$ cat config.mk
export PLATFORM = sky130hd
export DESIGN_NAME = aes128_round_sequencer
export DESIGN_NICKNAME = d
export VERILOG_FILES = /design/src/rtl/aes128_round_sequencer.sv
export SDC_FILE = /design/constraint.sdc
export NUM_CORES = 1
export LEC_CHECK = 0
export BUFFER_PORTS_ARGS = -buffer_cell sky130_fd_sc_hd__buf_2
export CAP_MARGIN = 20
export CORE_AREA = 4 4 406 408
export CTS_CLUSTER_DIAMETER = 30
export CTS_CLUSTER_SIZE = 20
export DETAILED_ROUTE_END_ITERATION = 10
export DIE_AREA = 0 0 410 412
export HOLD_SLACK_MARGIN = 0.1
export SETUP_SLACK_MARGIN = 0.3
export SLEW_MARGIN = 20
export SYNTH_ARGS = -nofsm -noshare
export SYNTH_HDL_FRONTEND = slang
export SYNTH_SLANG_ARGS = --single-unit
$ cat constraint.sdc
create_clock -name clk -period 18 [get_ports clk]
set_input_delay 0 -clock clk [delete_from_list [all_inputs] [get_ports clk]]
set_output_delay 0 -clock clk [all_outputs]
set_load 0.1 [all_outputs]
$ cat src/rtl/aes128_round_sequencer.sv
// rtl/aes128_round_sequencer.sv - iterative AES-128 round sequencer driving a shared round datapath
module aes128_round_sequencer #(
    parameter int NR = 10
) (
    input  logic         clk,
    input  logic         rst,
    input  logic         in_valid,
    output logic         in_ready,
    input  logic [127:0] plain_text,
    input  logic [127:0] key0,
    output logic         out_valid,
    input  logic         out_ready,
    output logic [127:0] cipher_text,
    output logic         busy,
    output logic [1:0]   rd_kind,
    output logic [127:0] rd_pt,
    output logic [127:0] rd_k0,
    output logic [127:0] rd_key_prev,
    output logic [7:0]   rd_rcon,
    input  logic [127:0] rd_key_new,
    input  logic [127:0] rd_ct
);

    localparam logic [1:0] IDLE = 2'd0;
    localparam logic [1:0] RUN  = 2'd1;
    localparam logic [1:0] DONE = 2'd2;

    localparam logic [3:0] LAST_RND = 4'(NR);

    localparam logic [1:0] KIND_FIRST = 2'd0;
    localparam logic [1:0] KIND_MID   = 2'd1;
    localparam logic [1:0] KIND_LAST  = 2'd2;

    logic [1:0]   state;
    logic [3:0]   rnd;
    logic [127:0] st_reg;
    logic [127:0] k0_reg;
    logic [127:0] key_reg;

    logic         in_run;
    logic         accept;
    logic         last_rnd;
    logic         rnd_bad;

    assign in_run   = (state == RUN);
    assign accept   = in_valid && in_ready;
    assign last_rnd = (rnd == LAST_RND);
    // A RUN cycle with rnd at 0 or past the last round cannot be reached legally.
    assign rnd_bad  = (rnd == 4'd0) || (rnd > LAST_RND);

    // Handshake/status outputs are pure decodes of the state so reset forces them at once.
    always_comb begin
        in_ready  = (state == IDLE);
        out_valid = (state == DONE);
        busy      = (state != IDLE);
    end

    // The shared datapath always sees the live registers; only kind and rcon depend on RUN.
    always_comb begin
        rd_pt       = st_reg;
        rd_k0       = k0_reg;
        rd_key_prev = key_reg;
        rd_kind     = KIND_FIRST;
        if (in_run) begin
            if (rnd == 4'd1) begin
                rd_kind = KIND_FIRST;
            end else if (last_rnd) begin
                rd_kind = KIND_LAST;
            end else begin
                rd_kind = KIND_MID;
            end
        end
    end

    // Round constant table indexed by the round number; silent outside RUN.
    always_comb begin
        rd_rcon = 8'h00;
        if (in_run) begin
            case (rnd)
                4'd1:    rd_rcon = 8'h01;
                4'd2:    rd_rcon = 8'h02;
                4'd3:    rd_rcon = 8'h04;
                4'd4:    rd_rcon = 8'h08;
                4'd5:    rd_rcon = 8'h10;
                4'd6:    rd_rcon = 8'h20;
                4'd7:    rd_rcon = 8'h40;
                4'd8:    rd_rcon = 8'h80;
                4'd9:    rd_rcon = 8'h1b;
                4'd10:   rd_rcon = 8'h36;
                default: rd_rcon = 8'h00;
            endcase
        end
    end

    // Control FSM and round counter; an unknown state or counter drops back to IDLE.
    always_ff @(posedge clk or posedge rst) begin
        if (rst) begin
            state <= IDLE;
            rnd   <= 4'd0;
        end else begin
            case (state)
                IDLE: begin
                    if (accept) begin
                        rnd   <= 4'd1;
                        state <= RUN;
                    end
                end
                RUN: begin
                    if (rnd_bad) begin
                        rnd   <= 4'd0;
                        state <= IDLE;
                    end else if (last_rnd) begin
                        rnd   <= 4'd0;
                        state <= DONE;
                    end else begin
                        rnd <= rnd + 4'd1;
                    end
                end
                DONE: begin
                    if (out_ready) begin
                        state <= IDLE;
                    end
                end
                default: begin
                    rnd   <= 4'd0;
                    state <= IDLE;
                end
            endcase
        end
    end

    // State/key registers: load the request on accept, then follow the datapath every RUN cycle.
    always_ff @(posedge clk or posedge rst) begin
        if (rst) begin
            st_reg  <= 128'd0;
            k0_reg  <= 128'd0;
            key_reg <= 128'd0;
        end else if (state == IDLE) begin
            if (accept) begin
                st_reg  <= plain_text;
                k0_reg  <= key0;
                key_reg <= key0;
            end
        end else if (in_run && !rnd_bad) begin
            st_reg  <= rd_ct;
            key_reg <= rd_key_new;
        end
    end

    // Result register captures the final round output and holds it through DONE.
    always_ff @(posedge clk or posedge rst) begin
        if (rst) begin
            cipher_text <= 128'd0;
        end else if (in_run && last_rnd) begin
            cipher_text <= rd_ct;
        end
    end

endmodule

==> results.md, run 1 <==
* Status: completed
* Clock Path Buffers at 3
* I/O Buffers at 1040
* PnR worst setup slack at 12.42 ns
* RSZ-0062 raised after global routing: no
* Syn-to-layout area delta at 95.4%
* Area share of and/or/nand/nor cells after synthesis at 6.84%
* F_max at 0.179 GHz
* Non-filler cells in the finished layout at 6078
* Die height at 412 µm
* Vias in the first global route at 25700
* NumNets Final at 4288
* Post-synthesis cell area at 23600 µm²
* Pin count of the biggest net entering global routing at 139
* Adder-cell share of the synthesized area at 0.319%
* Delay-heaviest family, CP: buffers and inverters
* Final setup fails at 0
* Max-Cap Viols at 0
* Die width at 410 µm
* Minimum clock period at 5.58 ns
* Final Hold Fails at 0
* Critical path cell sequence: or2_4 > inv_6 > and2_4 > a31o_4 > buf_4 > buf_4 > buf_4 > mux2_4
* Pre-CTS setup slack at 12.32 ns
* CTS root buffer: clkbuf_16
* I/O Pins at 1041
* Initial DRC Count at 1771
* Initial Util at 14.6%
* Yosys warns at 0
* TritonCTS clock tree: done
* Syn Inst Count at 1706
* WP data required at 18.61 ns
* Most used DFF post-synth: dfrtp_1
* Crit-path max FO at 69
* GPL Wtd Cong at 0.898
* Routed vias/inst at 3.84
* Multi-input logic area at 9930 µm²
* Fillers at 15900
* Placed cells at 4839
* Crit Path Category: reg -> reg
* Initial antenna violation count at 14
* Arr. time, crit path at 6.19 ns
* Worst-margin pin slew at 1.11 ns
* Mux cell area share after synthesis at 34.5%
* Post-synthesis compound-gate area fraction at 0.366%
* Slew Limit Headroom at 25.7%
* Via count at 23300
* Clock sink total at 518
* Remaining antenna violation count at 0
* CP max-delay cell: buf_4
* Avg Synthesized Cell Area at 13.8 µm²
* # resized after CTS at 0
* Sum Neg Setup Slack at 0 ns
* Crit start category: flop
* Sequential area share after synthesis at 55.0%
* Core Region at 162000 µm²
* Die area at 169000 µm²
* Xor/xnor share of the synthesized area at 0.0743%
* DRC viols at 0
* First-pass GRT wire length at 184 mm
* CTS buffer count at 155
* FF/Latch Area at 13000 µm²
* Netlist cell types at 33
* Hold Crit Class: in -> reg
* Max-slew violation total from the final report at 0
* CTS H-Tree Depth at 4
* FFs w/ async S/R, synth at 100%
* Largest stage delay, worst path at 0.81 ns
* Syn_nets at 2228
* Final period util at 31.0%
* Number of synthesized flops with an enable pin at 0
* Share of cells above drive strength 1 at 50.6%
* Setup crit end kind: flop
* GRT Overall Usage at 14.9%
* Placed wire-length estimate at 87.3 mm
* Synthesis-stage register bit count at 518
* Final Core Density at 28.5%
* Clk_lat worst skew at 0.76 ns
* Combinational family with the most area after synthesis: multiplexers
* 1st-pass router iterations at 5
* Cell Rows at 148
* CP Buf/Inv Count at 4
* Clock slew at reported path FFs at 0.04 ns
* Cell mode on critical path: buf_4
* GRT overflow at 0
* WL final at 132 mm
* Skew final at 0.0536 ns
* Routed WL per cell at 21.7 µm
==> layout by cell type (no fill, tap or decap), types with 5 or more instances in the layout <==
master,Yosys,final
clkbuf_16,0,156
buf_4,10,18
clkbuf_8,0,38
clkinv_2,0,30
mux2_4,240,240
inv_1,8,7
clkinv_16,0,9
mux2_2,400,400
diode_2,0,9
clkinvlp_4,0,7
dfrtp_1,518,518
clkinv_4,0,5
ha_1,6,6
nand2_1,393,392
bufinv_16,0,15
clkbuf_1,19,20
buf_2,32,1040
dlygate4sd3_1,0,945
nor2b_1,5,5
==> state kept, by name, indices dropped and copies added, names as in the netlist <==
register     flops
cipher_text    128
rd_k0          128
rd_key_prev    128
rd_pt          128
rnd              4
state            2
==> repair_timing <==
item                                    CTS  global route
endpoints found under the hold margin   627             0
hold buffers                            945             0
endpoints found under the setup margin    0             0
setup buffers                             0             0
==> worst paths after layout <==
path / start / to / slack [ns] / cells past startpoint
min in group asynchronous: rst / cipher_text[47] / 0.60 / 4
max in group asynchronous: rst / rd_k0[7] / 14.43 / 7
setup / recovery: state[0] / rd_pt[61] / 12.42 / 8
hold reg to reg: rd_k0[3] / rd_k0[3] / 0.46 / 2
setup reg to reg: state[0] / rd_pt[61] / 12.42 / 8
hold / removal: rd_ct[67] / rd_pt[67] / 0.18 / 4
==> final cells by class <==
class	instances	area share, %
multi-input combinational	1078	21.6
tap	2175	5.91
timing repair buffer	2004	32.2
clock inverter	71	2.27
clock buffer	214	9.78
sequential	518	28.2
antenna	9	0.0489
inverter	9	0.101
==> tightest hold or removal path: stages <==
cell	delay (ns)
dlygate4sd3_1	0.51
buf_2	0.10
mux2_2	0.13
mux2_4	0.13
==> metal layers <==
layer | wire [µm] | global-route usage [%] | part of all wire (%) | up-vias
met5 | 66 | 0 | 0.050 | -
met3 | 12300 | 5.42 | 9.3 | 442
li1 | - | - | - | 10100
met4 | 11500 | 11.6 | 8.8 | 12
met2 | 57700 | 22.7 | 44 | 1399
met1 | 50100 | 16.9 | 38 | 11400
==> cells by family (layout without fill, tap and decap cells) <==
| group | Yosys count | in the layout |
|---|---|---|
| compound gates | 12 | 12 |
| xor+xnor | 2 | 2 |
| fa+ha+maj | 6 | 6 |
| buf+inv | 110 | 2298 |
| flops | 518 | 518 |
| mux | 641 | 641 |
| other cells | 0 | 9 |
| simple gates | 417 | 417 |
==> cell usage after synthesis (all sizes together) (2+ instances only) <==
| master | count | area, µm² |
|---|---|---|
| nor2b | 5 | 31.3 |
| nor3 | 4 | 20.0 |
| dfrtp | 518 | 13000 |
| clkbuf | 19 | 71.3 |
| nand3 | 2 | 10.0 |
| mux2 | 640 | 8110 |
| a21oi | 3 | 15.0 |
| o21ai | 4 | 20.0 |
| nor2 | 3 | 11.3 |
| nand2b | 4 | 25.0 |
| nand2 | 393 | 1480 |
| inv | 9 | 33.8 |
| or2 | 2 | 12.5 |
| buf | 82 | 588 |
| xnor2 | 2 | 17.5 |
| ha | 6 | 75.1 |
==> stage by stage <==
step / hold WS, ns / cell area, µm²
after floorplan: 0.105 / 23600
after global placement: 0.206 / 31000
after detailed placement: 0.208 / 31000
after CTS: 0.101 / 46000
after global routing: 0.113 / 46000
final: 0.175 / 46000
Power of run 1 is not shown: default switching activity piles up to over one toggle a cycle in this logic, so the estimate is an artifact.
==> inputs of run 2 (changes only) <==
clock period = 5.2 ns   (was 18 ns; I/O delays follow)
==> run 2 against run 1 <==
Via count increased by 1.1%; sequential share of layout area increased by 0.30 points; routed wire length decreased by 1.1%; sequential cell count unchanged; utilization decreased by 0.30 points; cell count decreased by 0.44%; fmax increased by 44%; critical path type unchanged; highest routed layer unchanged; worst hold slack got worse by 0.024 ns; register-to-register slack got worse by 11 ns; largest cell class unchanged.
==> results.md, run 2 (synthesized netlist as in run 1, its figures left out) <==
* Status: completed (unchanged)
* Die area at 169000 µm² (unchanged)
* DRC viols at 0 (unchanged)
* Worst hold endpoint: rd_key_prev[104] (was rd_pt[67])
* Post-CTS Setup Repair Bufs at 0 (unchanged)
* Via count at 23600 (was 23300)
* Clock sink total at 518 (unchanged)
* NumNets Final at 4273 (was 4288)
* Hold Path Origin: rd_key_new[104] (was rd_ct[67])
* Remaining antenna violation count at 0 (unchanged)
* GRT overflow at 0 (unchanged)
* Syn-to-layout area delta at 93.3% (was 95.4%)
* Initial antenna violation count at 20 (was 14)
* Worst-margin pin slew at 0.952 ns (was 1.11 ns)
* Worst Reg-to-Reg Cells at 6 (was 8)
* 1st-pass router iterations at 8 (was 5)
* Commonest non-fill, non-tap cell in the layout: buf_2 (unchanged)
* I/O Buffers at 1040 (unchanged)
* Setup crit end kind: flop (unchanged)
* I/O Pins at 1041 (unchanged)
* Cell mode on critical path: buf_4 (unchanged)
* First-pass GRT wire length at 184 mm (about the same)
* Clk_lat worst skew at 0.74 ns (was 0.76 ns)
* Final Hold Fails at 0 (unchanged)
* RSZ-0062 raised after global routing: no (unchanged)
* Placed wire-length estimate at 87.1 mm (was 87.3 mm)
* Busiest grt layer: met2 (unchanged)
* Final period util at 74.7% (was 31.0%)
* Skew final at 0.0383 ns (was 0.0536 ns)
* Die width at 410 µm (unchanged)
* Final instance area at 45600 µm² (was 46000 µm²)
* Routed vias/inst at 3.90 (was 3.84)
* CTS H-Tree Depth at 4 (unchanged)
* Initial Util at 14.6% (unchanged)
* Arr. time, crit path at 4.51 ns (was 6.19 ns)
* Minimum clock period at 3.88 ns (was 5.58 ns)
* Slew Limit Headroom at 36.5% (was 25.7%)
* GRT Overall Usage at 14.8% (was 14.9%)
* Vias in the first global route at 25900 (was 25700)
* Die height at 412 µm (unchanged)
* Largest stage delay, worst path at 0.78 ns (was 0.81 ns)
* Hold Slack at 0.151 ns (was 0.175 ns)
* Worst r2r src: state[0] (unchanged)
* Cell Rows at 148 (unchanged)
* TritonCTS clock tree: done (unchanged)
* CTS buffer count at 135 (was 155)
* Clock Path Buffers at 3 (unchanged)
* Max-Cap Viols at 0 (unchanged)
* Final Core Density at 28.2% (was 28.5%)
* Max-slew violation total from the final report at 0 (unchanged)
* Critical path cell sequence: or2_4 > buf_4 > buf_4 > mux2_2 > dlygate4sd3_1 > mux2_4 (was or2_4 > inv_6 > and2_4 > a31o_4 > buf_4 > buf_4 > buf_4 > mux2_4)
* Commonest non-fill, non-tap cells in the layout: buf_2, dlygate4sd3_1, dfrtp_1 (unchanged)
* Crit-path max FO at 65 (was 69)
* WL final at 130 mm (was 132 mm)
* Hold Crit Class: in -> reg (unchanged)
* CTS root buffer: clkbuf_16 (unchanged)
* F_max at 0.258 GHz (was 0.179 GHz)
* CP max-delay cell: buf_4 (unchanged)
* GR Util met1 at 16.5% (was 16.9%)
* Core Region at 162000 µm² (unchanged)
* Placed Area at 31300 µm² (was 31000 µm²)
* R2R setup slack at 1.32 ns (was 12.42 ns)
* WP data required at 5.83 ns (was 18.61 ns)
* Hold Path Depth at 4 (unchanged)
* Pin count of the biggest net entering global routing at 144 (was 139)
* Met2 global-route usage at 22.8% (was 22.7%)
* Met3 usage in global routing at 5.65% (was 5.42%)
* Crit start category: flop (unchanged)
* Clock slew at reported path FFs at 0.05 ns (was 0.04 ns)
* Share of cells above drive strength 1 at 50.7% (was 50.6%)
* GPL Wtd Cong at 0.925 (was 0.898)
* Initial DRC Count at 1835 (was 1771)
* Reg-to-Reg End: rd_key_prev[123] (was rd_pt[61])
* Routed WL per cell at 21.5 µm (was 21.7 µm)
* Final setup fails at 0 (unchanged)
* Crit Path Category: reg -> reg (unchanged)
run 2: cell count changes in the layout (fill, tap and decap cells not counted), sizes merged:
cell and change:
buf +21, bufinv +7, clkbuf -44, clkinv -12
clkinvlp +7, diode +4, dlygate4sd3 -16, inv +6
run 2: area by class of cell:
| class | instances | area, µm² |
|---|---|---|
| Fill cell | 16000 | 116000 |
| Antenna cell | 13 | 32.5 |
| Inverter | 9 | 42.5 |
| Timing Repair Buffer | 2009 | 14900 |
| Tap cell | 2175 | 2720 |
| Clock inverter | 79 | 1240 |
| Clock buffer | 170 | 3690 |
| Multi-Input combinational cell | 1078 | 9930 |
| Sequential cell | 518 | 13000 |
run 2: repair_timing:
action,4_1_cts,5_1_grt
hold buffers,929,0
endpoints found under the hold margin,853,0
gates resized for setup,0,0
run 2: metrics by stage:
step | cells | worst slack (ns) | setup TNS, ns
after floorplan | 1706 | -1.84 | -951.18
after global routing | 6045 | 1.11 | 0
after global placement | 4860 | 1.65 | 0
after detailed placement | 4860 | 1.60 | 0
after CTS | 6038 | 1.24 | 0
final | 6051 | 1.32 | 0
run 2: worst max path at each step:
stage / startpoint / endpoint / slack, ns / depth (start not counted)
floorplan: rst / cipher_text[0] / -1.84 / 1
global placement: state[0] / rd_pt[7] / 1.65 / 7
detailed placement: state[0] / rd_pt[98] / 1.60 / 7
CTS: state[0] / busy / 1.24 / 4
global route: state[0] / rd_key_prev[123] / 1.11 / 6
finish: state[0] / rd_key_prev[123] / 1.32 / 6
run 2: layer usage:
layer  vias to the layer above  wire length (µm)
met4                        18             11100
li1                      10000                 -
met1                     11700             48300
met2                      1437             58300
met5                         -               126
met3                       450             12400
run 2: worst max-delay path, delay by kind of cell (launching register included):
kind / cells / cell delay (ns)
AND/OR/NAND/NOR: 1 / 0.60
buffers and inverters: 3 / 1.92
multiplexers: 2 / 0.69
flip-flops: 1 / 0.41
Power of run 2 is left out for the same reason.
==> inputs of run 3 (changes only) <==
CORE_AREA = 4 4 404 406   (was 4 4 406 408)
DIE_AREA = 0 0 408 410   (was 0 0 410 412)
clock period = 3.2 ns   (was 5.2 ns; I/O delays follow)
==> run 3 against run 2 <==
Register-to-register slack lost 1.2 ns; critical path type unchanged; highest routed layer unchanged; sequential cell count did not move; count of clock-buffer cells in the layout increased by 39.
==> results.md, run 3 (synthesized netlist as in run 1, its figures left out) <==
* Status: completed (unchanged)
* R2R setup slack at 0.09 ns (was 1.32 ns)
* CP max-delay cell: mux2_2 (was buf_4)
* Crit Path Category: reg -> reg (unchanged)
* I/O Buffers at 1040 (unchanged)
* Via count at 23700 (was 23600)
* Cell Rows at 147 (was 148)
* Max-slew violation total from the final report at 0 (unchanged)
* Placed Area at 31300 µm² (about the same)
* RSZ-0062 raised after global routing: yes (was no)
* F_max at 0.322 GHz (was 0.258 GHz)
* Skew final at 0.0403 ns (was 0.0383 ns)
* Hold Path Depth at 4 (unchanged)
* Reg-to-Reg End: rd_key_prev[17] (was rd_key_prev[123])
* Clk_lat worst skew at 0.76 ns (was 0.74 ns)
* I/O Pins at 1041 (unchanged)
* PnR worst setup slack at 0.0901 ns (was 1.32 ns)
* Critical Path Start: state[0] (unchanged)
* 1st-pass router iterations at 7 (was 8)
* CTS root buffer: clkbuf_16 (unchanged)
* Clock slew at reported path FFs at 0.04 ns (was 0.05 ns)
* Initial DRC Count at 1527 (was 1835)
* Largest stage delay, worst path at 0.61 ns (was 0.78 ns)
* GRT overflow at 0 (unchanged)
* Routed WL per cell at 22.0 µm (was 21.5 µm)
* Routed vias/inst at 3.92 (was 3.90)
* Initial antenna violation count at 17 (was 20)
* Remaining antenna violation count at 0 (unchanged)
* Sum Neg Setup Slack at 0 ns (unchanged)
* CTS H-Tree Depth at 4 (unchanged)
* Syn-to-layout area delta at 98.2% (was 93.3%)
* Vias in the first global route at 26000 (was 25900)
* Setup crit end kind: flop (unchanged)
* Die height at 410 µm (was 412 µm)
* Die width at 408 µm (was 410 µm)
* Arr. time, crit path at 3.74 ns (was 4.51 ns)
* Share of cells above drive strength 1 at 50.7% (about the same)
* Worst r2r src: state[0] (unchanged)
* Pin count of the biggest net entering global routing at 116 (was 144)
* Hold Slack at 0.164 ns (was 0.151 ns)
* End of the critical path: rd_key_prev[17] (was rd_key_prev[123])
* Worst-margin pin slew at 1.25 ns (was 0.952 ns)
* Multi-input logic area at 9940 µm² (was 9930 µm²)
* Max-Cap Viols at 0 (unchanged)
* GPL Wtd Cong at 0.978 (was 0.925)
* Slew Limit Headroom at 16.4% (was 36.5%)
* Hold Crit Class: in -> reg (unchanged)
* Crit-path max FO at 115 (was 65)
* Final Hold Fails at 0 (unchanged)
* WP data required at 3.83 ns (was 5.83 ns)
* FF/Latch Area at 13000 µm² (unchanged)
* TritonCTS clock tree: done (unchanged)
* Delay-heaviest family, CP: multiplexers (was buffers and inverters)
* Core Region at 160000 µm² (was 162000 µm²)
* WL final at 133 mm (was 130 mm)
* Final instance area at 46700 µm² (was 45600 µm²)
* Clock sink total at 518 (unchanged)
* Initial Util at 14.7% (was 14.6%)
* First-pass GRT wire length at 188 mm (was 184 mm)
* DRC viols at 0 (unchanged)
* Commonest non-fill, non-tap cell in the layout: buf_2 (unchanged)
* Placed wire-length estimate at 91.1 mm (was 87.1 mm)
* NumNets Final at 4343 (was 4273)
* Die area at 167000 µm² (was 169000 µm²)
* Minimum clock period at 3.11 ns (was 3.88 ns)
* Critical path depth at 5 (was 6)
* CTS buffer count at 156 (was 135)
* Final setup fails at 0 (unchanged)
* Fillers at 15700 (was 16000)
* Commonest non-fill, non-tap cells in the layout: buf_2, dlygate4sd3_1, dfrtp_1 (unchanged)
* Clock Path Buffers at 3 (unchanged)
* Final period util at 97.2% (was 74.7%)
* CP Buf/Inv Count at 2 (was 3)
* Crit start category: flop (unchanged)
* Pre-CTS setup slack at 0.624 ns (was 1.60 ns)
* GRT Overall Usage at 15.3% (was 14.8%)
* Critical path cell sequence: or2_4 > buf_16 > mux2_2 > dlygate4sd3_1 > mux2_4 (was or2_4 > buf_4 > buf_4 > mux2_2 > dlygate4sd3_1 > mux2_4)
* Worst Reg-to-Reg Cells at 5 (was 6)
-- run 3: changes by cell type in the layout (fill, tap and decap cells not counted), sizes merged --
cell / change
buf: +9
bufinv: +1
inv: -4
clkinvlp: -11
diode: -2
clkinv: +12
clkbuf: +40
dlygate4sd3: +39
-- run 3: repair_timing --
action,in CTS,in global routing
setup buffers,0,0
gates resized for setup,0,4
setup endpoints to repair,0,8
hold buffers,968,0
endpoints found under the hold margin,1036,0
-- run 3: worst min-delay path by stage --
stage,from,endpoint,slack [ns]
5_1_grt,rd_ct[25],rd_pt[25],0.13
2_1_floorplan,key0[0],rd_k0[0],0.11
3_3_place_gp,rst,rd_key_prev[31],0.14
4_1_cts,plain_text[0],rd_pt[0],0.10
6_report,rd_key_new[73],rd_key_prev[73],0.16
3_5_place_dp,rst,rd_key_prev[31],0.14
-- run 3: worst min-delay path, stage by stage --
cell and delay, ns:
dlygate4sd3_1 0.53, buf_2 0.09, mux2_2 0.14, mux2_4 0.13
-- run 3: cell type report --
type	instances	area share, %
Inverter	9	0.0911
Timing Repair Buffer	2058	33.1
Clock buffer	209	9.52
Antenna cell	11	0.0589
Sequential cell	518	27.8
Clock inverter	77	2.60
Tap cell	2086	5.59
Multi-Input combinational cell	1078	21.3
-- run 3: through the flow --
stage | util (%) | instances
after global placement | 19.6 | 4781
after CTS | 29.2 | 6035
after detailed placement | 19.6 | 4781
after floorplan | - | 1706
after global routing | 29.2 | 6041
final | 29.2 | 6046
-- run 3: layer usage --
layer | vias up | GRT usage (%) | routed length [µm]
met3 | 368 | 5.11 | 10600
met1 | 12000 | 17.8 | 52400
met5 | - | 0 | 77
li1 | 10200 | - | -
met4 | 10 | 9.94 | 9040
met2 | 1215 | 24.1 | 60700
Power of run 3 is left out for the same reason.
